===== config.mk =====
export PLATFORM = sky130hd
export DESIGN_NAME = uart_rx_ctrl
export DESIGN_NICKNAME = d
export VERILOG_FILES = /design/src/rtl/uart_pkg.sv /design/src/rtl/sync_2ff.sv /design/src/rtl/uart_rx_ctrl.sv
export SDC_FILE = /design/constraint.sdc
export NUM_CORES = 1
export LEC_CHECK = 0
export BUFFER_PORTS_ARGS = -buffer_cell sky130_fd_sc_hd__buf_2
export CAP_MARGIN = 40
export CORE_UTILIZATION = 40
export DETAILED_ROUTE_END_ITERATION = 10
export PLACE_DENSITY = 0.64
export SYNTH_ARGS = -nofsm -noshare
export SYNTH_HDL_FRONTEND = slang
export SYNTH_SLANG_ARGS = --single-unit

===== constraint.sdc =====
create_clock -name clk -period 1.5 [get_ports clk]
set_clock_uncertainty 0.05 [all_clocks]
set_input_delay 0.225 -clock clk [delete_from_list [all_inputs] [get_ports clk]]
set_output_delay 0.225 -clock clk [all_outputs]
set_load 0.02 [all_outputs]

===== src/rtl/uart_pkg.sv =====
// uart_pkg: shared UART configuration and receive FSM state encoding.
// The default frame constants here are shared by the receiver, the
// transmitter and the baud generator so they agree on the frame format.
package uart_pkg;

  // Default frame format: 8 data bits, 1 stop bit, 16x oversampling.
  localparam int UART_DBIT    = 8;
  localparam int UART_OVS     = 16;
  localparam int UART_SB_TICK = 16;

  // Receive sequencer states. PARITY is only reachable when parity is built in.
  typedef enum logic [2:0] {
    IDLE   = 3'd0,
    START  = 3'd1,
    DATA   = 3'd2,
    PARITY = 3'd3,
    STOP   = 3'd4
  } rx_state_e;

  // Larger of two integers, used to size the shared tick counter.
  function automatic int max_int(input int a, input int b);
    return (a > b) ? a : b;
  endfunction

endpackage


===== src/rtl/sync_2ff.sv =====
// sync_2ff: generic two-flop synchronizer for a single asynchronous bit.
// Both flops load RESET_VAL on synchronous reset so the output does not
// show a spurious edge when reset is released.
module sync_2ff #(
  parameter logic RESET_VAL = 1'b1
) (
  input  logic clk,
  input  logic reset,
  input  logic i_d,
  output logic o_q
);

  logic r_meta;
  logic r_sync;

  // Two-stage capture of the asynchronous input.
  // NOTE: non-blocking assignments make both flops sample their inputs from
  // before the edge, so the value shifts one stage per clock; with blocking
  // assignments i_d would fall straight through to r_sync in one cycle.
  always_ff @(posedge clk) begin
    if (reset) begin
      r_meta <= RESET_VAL;
      r_sync <= RESET_VAL;
    end else begin
      r_meta <= i_d;
      r_sync <= r_meta;
    end
  end

  assign o_q = r_sync;

endmodule


===== src/rtl/uart_rx_ctrl.sv =====
// uart_rx_ctrl: UART receive sequencer driven by a 16x oversampling tick.
// Detects the start bit, samples each data bit at mid-bit (LSB first),
// samples the stop bit on the final stop-phase tick and presents the byte
// with a one-cycle rx_done_tick.
// Optional even-parity checking is built in when UART_RX_PARITY_EN is
// defined; otherwise parity_err is tied low and no PARITY phase exists.
module uart_rx_ctrl
  import uart_pkg::*;
#(
  parameter int DBIT    = UART_DBIT,
  parameter int SB_TICK = UART_SB_TICK,
  parameter int OVS     = UART_OVS
) (
  input  logic            clk,
  input  logic            reset,
  input  logic            rx,
  input  logic            s_tick,
  output logic            rx_done_tick,
  output logic [DBIT-1:0] dout,
  output logic            frame_err,
  output logic            parity_err
);

  // The tick counter serves every phase, so it must reach both the bit
  // length and the stop-phase length.
  localparam int S_W = $clog2(max_int(OVS, SB_TICK));
  localparam int N_W = $clog2(DBIT);

  localparam logic [S_W-1:0] S_HALF = S_W'(OVS / 2 - 1);
  localparam logic [S_W-1:0] S_BIT  = S_W'(OVS - 1);
  localparam logic [S_W-1:0] S_STOP = S_W'(SB_TICK - 1);
  localparam logic [N_W-1:0] N_LAST = N_W'(DBIT - 1);

  logic            w_rx_s;

  rx_state_e       r_state;
  rx_state_e       w_state_nxt;
  logic [S_W-1:0]  r_s;
  logic [S_W-1:0]  w_s_nxt;
  logic [N_W-1:0]  r_n;
  logic [N_W-1:0]  w_n_nxt;
  logic [DBIT-1:0] r_b;
  logic [DBIT-1:0] w_b_nxt;
  logic [DBIT-1:0] r_dout;
  logic [DBIT-1:0] w_dout_nxt;
  logic            r_done;
  logic            w_done_nxt;
  logic            r_frame_err;
  logic            w_frame_err_nxt;

`ifdef UART_RX_PARITY_EN
  logic            r_par_bit;
  logic            w_par_bit_nxt;
  logic            r_parity_err;
  logic            w_parity_err_nxt;
`endif

  sync_2ff #(
    .RESET_VAL(1'b1)
  ) u_rx_sync (
    .clk  (clk),
    .reset(reset),
    .i_d  (rx),
    .o_q  (w_rx_s)
  );

  // Next-state, counter, shift-register and output-register decode.
  // NOTE: every signal written here gets its hold value first, so no path
  // through the case leaves one unassigned and no latch is inferred.
  always_comb begin
    w_state_nxt     = r_state;
    w_s_nxt         = r_s;
    w_n_nxt         = r_n;
    w_b_nxt         = r_b;
    w_dout_nxt      = r_dout;
    w_done_nxt      = 1'b0;
    w_frame_err_nxt = r_frame_err;
`ifdef UART_RX_PARITY_EN
    w_par_bit_nxt    = r_par_bit;
    w_parity_err_nxt = r_parity_err;
`endif

    unique case (r_state)
      IDLE: begin
        // A low line starts a frame immediately; no tick needed.
        if (!w_rx_s) begin
          w_state_nxt = START;
          w_s_nxt     = '0;
        end
      end

      START: begin
        if (s_tick) begin
          if (r_s == S_HALF) begin
            // Mid start bit: still low means a real start, else a glitch.
            if (!w_rx_s) begin
              w_state_nxt = DATA;
              w_s_nxt     = '0;
              w_n_nxt     = '0;
            end else begin
              w_state_nxt = IDLE;
            end
          end else begin
            w_s_nxt = r_s + S_W'(1);
          end
        end
      end

      DATA: begin
        if (s_tick) begin
          if (r_s == S_BIT) begin
            w_s_nxt = '0;
            w_b_nxt = {w_rx_s, r_b[DBIT-1:1]};
            if (r_n == N_LAST) begin
`ifdef UART_RX_PARITY_EN
              w_state_nxt = PARITY;
`else
              w_state_nxt = STOP;
`endif
            end else begin
              w_n_nxt = r_n + N_W'(1);
            end
          end else begin
            w_s_nxt = r_s + S_W'(1);
          end
        end
      end

`ifdef UART_RX_PARITY_EN
      PARITY: begin
        if (s_tick) begin
          if (r_s == S_BIT) begin
            w_s_nxt       = '0;
            w_par_bit_nxt = w_rx_s;
            w_state_nxt   = STOP;
          end else begin
            w_s_nxt = r_s + S_W'(1);
          end
        end
      end
`endif

      STOP: begin
        if (s_tick) begin
          if (r_s == S_STOP) begin
            // Frame complete: publish the byte and its status together.
            w_dout_nxt      = r_b;
            w_frame_err_nxt = ~w_rx_s;
            w_done_nxt      = 1'b1;
`ifdef UART_RX_PARITY_EN
            w_parity_err_nxt = (^r_b) ^ r_par_bit;
`endif
            w_state_nxt     = IDLE;
          end else begin
            w_s_nxt = r_s + S_W'(1);
          end
        end
      end

      default: begin
        w_state_nxt = IDLE;
      end
    endcase
  end

  // State, counters, shift register and output registers.
  always_ff @(posedge clk) begin
    if (reset) begin
      r_state     <= IDLE;
      r_s         <= '0;
      r_n         <= '0;
      r_b         <= '0;
      r_dout      <= '0;
      r_done      <= 1'b0;
      r_frame_err <= 1'b0;
    end else begin
      r_state     <= w_state_nxt;
      r_s         <= w_s_nxt;
      r_n         <= w_n_nxt;
      r_b         <= w_b_nxt;
      r_dout      <= w_dout_nxt;
      r_done      <= w_done_nxt;
      r_frame_err <= w_frame_err_nxt;
    end
  end

`ifdef UART_RX_PARITY_EN
  // Latched parity bit and the parity status of the last frame.
  always_ff @(posedge clk) begin
    if (reset) begin
      r_par_bit    <= 1'b0;
      r_parity_err <= 1'b0;
    end else begin
      r_par_bit    <= w_par_bit_nxt;
      r_parity_err <= w_parity_err_nxt;
    end
  end

  assign parity_err = r_parity_err;
`else
  // Port kept so the interface is identical with and without parity.
  assign parity_err = 1'b0;
`endif

  assign rx_done_tick = r_done;
  assign dout         = r_dout;
  assign frame_err    = r_frame_err;

endmodule


# ---- Word-level counts from Yosys, hierarchy flattened
# Cells that the tools add are included.
dict set report classes {
  reduce_logical 9
  n_eq_ne 17
  add_sub_neg 2
  bitwise 3
  n_mux 26
}
# op n
set op_table {}
lappend op_table {{$mux 3} 14}
lappend op_table {{$mux 4} 7}
lappend op_table {{$ne 2x2->1 const B} 11}
lappend op_table {{$pmux 4 s4} 1}
lappend op_table {{$pmux 3 s4} 1}
lappend op_table {{$reduce_and 8->1} 1}
lappend op_table {{$reduce_and 7->1} 1}
lappend op_table {{$eq 3x3->1 const B} 2}
lappend op_table {{$pmux 3 s2} 1}
lappend op_table {{$reduce_and 3->1} 2}
lappend op_table {{$reduce_and 5->1} 1}
lappend op_table {{$add 4x1->4 const B} 1}
lappend op_table {{$eq 4x3->1 const B} 1}
lappend op_table {{$eq 4x4->1 const B} 1}
lappend op_table {{$reduce_bool 4->1} 1}
lappend op_table {{$add 3x1->3 const B} 1}
lappend op_table {{$eq 3x1->1 const B} 1}
lappend op_table {{$eq 3x2->1 const B} 1}
lappend op_table {{$logic_not 3->1} 1}
lappend op_table {{$not 1->1} 3}
lappend op_table {{$reduce_or 3->1} 1}
lappend op_table {{$mux 2} 1}
lappend op_table {{$reduce_bool 2->1} 1}
lappend op_table {{$mux 1} 1}
dict set report totals {
  register_bits 30
  out_inout_bits 11
}

# ---- Longest topological paths before layout
dict set report logic_depth {
  depth_word 5
  mapped_depth 6
}

# ---- Modules after synthesis
# Synthesis repeated with hierarchy kept, for this count alone.
dict set report hier_totals {
  hier_cells 154
  area_unflattened_um2 1476.4
}
# mod cells_per_inst instances area_per_inst_um2
set by_module_without_submodules {}
lappend by_module_without_submodules {uart_rx_ctrl 150 1 1423.9}
lappend by_module_without_submodules {sync_2ff 4 1 52.6}

# ---- Worst setup path after synthesis
# OpenSTA, ideal clock, no wires.
dict set report synth_path {
  path_kind {register to register}
  from {reg r_s[0]}
  to {reg r_dout[0], in the netlist dout[0]}
  synth_period_minus_slack_ns 1.624
  slack_ns -0.124
  stages_incl_launch_ff 7
  setup_ns 0.128
  required_ns 1.322
  t_arrival_ns 1.446
  path_cell_list {dfxtp_1 -> ha_1 -> nand4_4 -> or3_1 -> buf_6 -> mux2i_1 -> nor2_1}
}
dict set report synth_via {
  elab_chain_cells 2
}
# element line_no
set synth_lines {}
lappend synth_lines {{start: declaration} uart_rx_ctrl.sv:38} ;# logic [S_W-1:0] r_s;
lappend synth_lines {{start signal: assignment} uart_rx_ctrl.sv:178} ;# r_s <= w_s_nxt;
lappend synth_lines {{$eq 4x4->1} uart_rx_ctrl.sv:145} ;# if (r_s == S_STOP) begin
lappend synth_lines {{$reduce_and 3->1 (no line)} --}
lappend synth_lines {{end signal: assignment} uart_rx_ctrl.sv:181} ;# r_dout <= w_dout_nxt;
lappend synth_lines {{end: declaration} uart_rx_ctrl.sv:44} ;# logic [DBIT-1:0] r_dout;
# Every way passes these cells.
# A chain may end at the register's enable or synchronous reset.

# ---- Final worst setup path
dict set report layout_path {
  from {reg r_n[0]}
  to {reg r_n[1]}
}
dict set report layout_via {
  elab_chain_cells 5
  word_cells_on_any_way 8
  cone_classes {add/sub (1); eq/ne (2); mux (4); reduce/logical (1)}
}
# element line_no
set layout_lines {}
lappend layout_lines {{start: declaration} uart_rx_ctrl.sv:40} ;# logic [N_W-1:0] r_n;
lappend layout_lines {{start signal: assignment} uart_rx_ctrl.sv:179} ;# r_n <= w_n_nxt;
lappend layout_lines {{$add 3x1->3} uart_rx_ctrl.sv:121} ;# w_n_nxt = r_n + N_W'(1);
lappend layout_lines {{$mux 3} uart_rx_ctrl.sv:114} ;# if (r_n == N_LAST) begin
lappend layout_lines {{$mux 3} uart_rx_ctrl.sv:111} ;# if (r_s == S_BIT) begin
lappend layout_lines {{$mux 3} uart_rx_ctrl.sv:110} ;# if (s_tick) begin
lappend layout_lines {{$pmux 3 s2} uart_rx_ctrl.sv:83} ;# unique case (r_state)
# Several ways; a longest one is shown, not always the timed one. The select of a mux whose other input is x is not followed.

==> impl_metrics.json <==
{
  "end_kind": "flip-flop",
  "grt_usage_pct": 18.7,
  "wl_mm": 3.48,
  "insertedDiodeCount": 0,
  "multi_input_area_sq_um": 907,
  "clkLatencyLatePin_ns": 0.34,
  "synth_edf_count": 0,
  "dp.cells": 237,
  "power_density_nw_per_um2": 773,
  "hold_violations": 0,
  "avgSynthCellArea_sq_um": 8.81,
  "fin_nets": 211,
  "p_sw_share_pct": 21.7,
  "synthCells": 166,
  "setup_ws_ns": -0.0757,
  "finalNonFillerCells": 250,
  "cp_common_cell": "ha_4",
  "routed_via_density": 5.27,
  "synthFlopType": "dfxtp_1",
  "yosysSeqAreaShare_pct": 41.1,
  "cp.arrival_ns": 1.79,
  "pre_cts_ws_ns": -0.0809,
  "drcViolationCount": 0,
  "avgRoutedWirePerCell_microns": 13.9,
  "synth.ff_latch_count": 30,
  "via_count": 1318,
  "cts_tree": "yes",
  "ctsHoldBuffers": 0,
  "root_buffer": "clkbuf_4",
  "htreeDepth": 2,
  "yosysUniqueCellTypes": 47,
  "dp_hpwl_mm": 2.29,
  "initialDrtViolationCount": 56,
  "hold_start": "rx",
  "period_share_pct": 105,
  "antenna_found_initial": 0,
  "hp-class": "input port to flip-flop",
  "fill_cells": 295,
  "yosys_warnings": 0,
  "worst-setup-path-type": "flip-flop to flip-flop",
  "fin_crit_ns": 1.58,
  "min_path_cells": 2,
  "crit_cells": 6,
  "violations": "negative setup slack",
  "die_y_microns": 62.5,
  "start_util_pct": 42.8,
  "r2r_start": "r_n[0]",
  "drv_slew": 0,
  "syn2layout_area_growth_pct": 38.4,
  "clock_sinks": 30,
  "dieArea_sq_um": 3900,
  "crit_buf_inv": 0,
  "clockBufferDepth": 2,
  "r2r_cells": 6,
  "finalHoldWorstSlack_ns": 0.0228,
  "rsz0062_at_grt": "true",
  "gp_congestion": 0.874,
  "cp-startpoint": "r_n[0]",
  "crit_fanout": 5,
  "pwr-share-seq_pct": 51.6,
  "drive_gt1_share_pct": 41.7,
  "cp.required_ns": 1.71,
  "max_cap_viol_count": 0,
  "synthArstFlopShare_pct": 0,
  "clkPwrFrac_pct": 42.8,
  "startpoint_type": "flip-flop",
  "die_w_microns": 62.5,
  "fmax_ghz": 0.635,
  "ir_worst_vdd_mv": 0.521,
  "critPathSlowestCell": "dfxtp_2",
  "p_leak_uw": 0.000863,
  "num_rows": 21,
  "cp_slowest_stage_delay_ns": 0.34,
  "setup_violations": 16,
  "grt_max_degree": 18,
  "power_switching_uw": 339,
  "grt_pass1_vias": 1207,
  "seq_area_sq_um": 614,
  "synth.cell_area_sq_um": 1460,
  "synth_nets": 173,
  "cp_top_family": "simple AND/OR/NAND/NOR gates",
  "port_buffers": 13,
  "clkTransAtPathRegs_ns": 0.09,
  "cts_made_buffers": 5,
  "drtPass1Iterations": 4,
  "overflow": 0,
  "total_power_uw": 1560,
  "p_comb_share_pct": 5.5,
  "drtAntennaViolNets": 0,
  "cp_cell_sequence": "ha_4 > ha_4 > and4bb_2 > o221ai_4 > or2_1 > a21oi_1",
  "p_int_uw": 1230,
  "grt_pass1_wl_mm": 5.67,
  "io_pins": 15,
  "status": "finished, violations left",
  "core_sq_um": 3420
}
## sequential cells by signal (all words and copies together) (netlist names)
name              cells
r_b                   8
u_rx_sync.r_meta      1
r_s                   4
rx_done_tick          1
r_state               3
dout                  8
r_n                   3
u_rx_sync.o_q         1
frame_err             1
## layer usage
layer	global-route usage, %	wire length, microns
met3	5.29	132
met5	0	0
met4	8.43	110
met1	23.1	1600
met2	30.2	1640
## synth_stat cells, types with 3 or more instances
library cell / instances / area share [%]
dfxtp_1: 30 / 41
nand2_1: 18 / 4.6
nor2_1: 16 / 4.1
a21oi_1: 12 / 4.1
mux2i_1: 10 / 6.8
o21ai_0: 9 / 3.1
buf_2: 6 / 2.1
nand2b_1: 5 / 2.1
clkbuf_1: 4 / 1.0
inv_1: 4 / 1.0
ha_1: 3 / 2.6
nand3_1: 3 / 1.0
## power by group through the flow
stage / Combinational, uW / Sequential, uW / Clock [uW]
floorplan: 54.3 / 822 / 0
global placement: 78.1 / 827 / 0
detailed placement: 79.1 / 827 / 0
CTS: 83.1 / 809 / 678
global route: 93.4 / 810 / 723
finish: 86.8 / 808 / 670
## per-stage QoR
| step | utilization (%) | cell area (sq um) | setup TNS, ns |
|---|---|---|---|
| after floorplan | - | 1520 | 0 |
| after global placement | 51.9 | 1770 | -0.356 |
| after detailed placement | 51.9 | 1770 | -0.983 |
| after CTS | 58.2 | 1990 | -0.473 |
| after global routing | 59.3 | 2020 | -1.38 |
| final | 59.3 | 2020 | -0.545 |
## timing repair
item,CTS,global route
cloned,2,0
pin swaps,7,14
resized for setup,18,10
buffers inserted,3,1
setup endpoints to repair,23,16
## logic make-up after synthesis
| logic type | after synthesis | synth area share, % |
|---|---|---|
| other | 1 | 0.256 |
| multiplexers | 10 | 6.84 |
| adder cells (fa/ha/maj) | 3 | 2.57 |
| AO/OA/AOI/OAI | 38 | 17.3 |
| AND/OR/NAND/NOR | 65 | 25.2 |
| XOR/XNOR | 2 | 1.20 |
| buffers and inverters | 17 | 5.65 |
| flip-flops | 30 | 41.1 |
## worst paths after layout
kind	slack, ns	to
max	-0.08	r_n[1]
min	0.02	u_rx_sync.r_meta
max reg2reg	-0.08	r_n[1]
min reg2reg	0.37	u_rx_sync.o_q
## cell type report
type,count,share of cell area [%]
clock inverters,1,1.48
inverters,5,0.927
clock buffers,6,2.53
multi-input cells,119,44.8
flip-flops and latches,30,30.3
well taps,46,2.84
repair buffers,43,17.1
## layout by cell type (no fill, tap or decap), types with 2 or more instances in the layout
| cell | n |
|---|---|
| inv_1 | 4 |
| buf_2 | 13 |
| a21oi_1 | 12 |
| nand3_1 | 3 |
| or2_1 | 2 |
| or2_2 | 2 |
| o21ai_0 | 9 |
| dfxtp_2 | 8 |
| nor3b_2 | 2 |
| dfxtp_1 | 21 |
| nand2_1 | 18 |
| o32ai_2 | 2 |
| a31oi_1 | 2 |
| ha_4 | 3 |
| nor4_1 | 2 |
| nor2_1 | 16 |
| or3_4 | 2 |
| nand2b_1 | 3 |
| clkbuf_4 | 5 |
| nor3_1 | 2 |
| mux2i_1 | 10 |
| o211ai_1 | 2 |
| buf_4 | 22 |
| o31ai_1 | 2 |
| buf_6 | 6 |
Note: power is estimated with default switching activity, not from simulation.
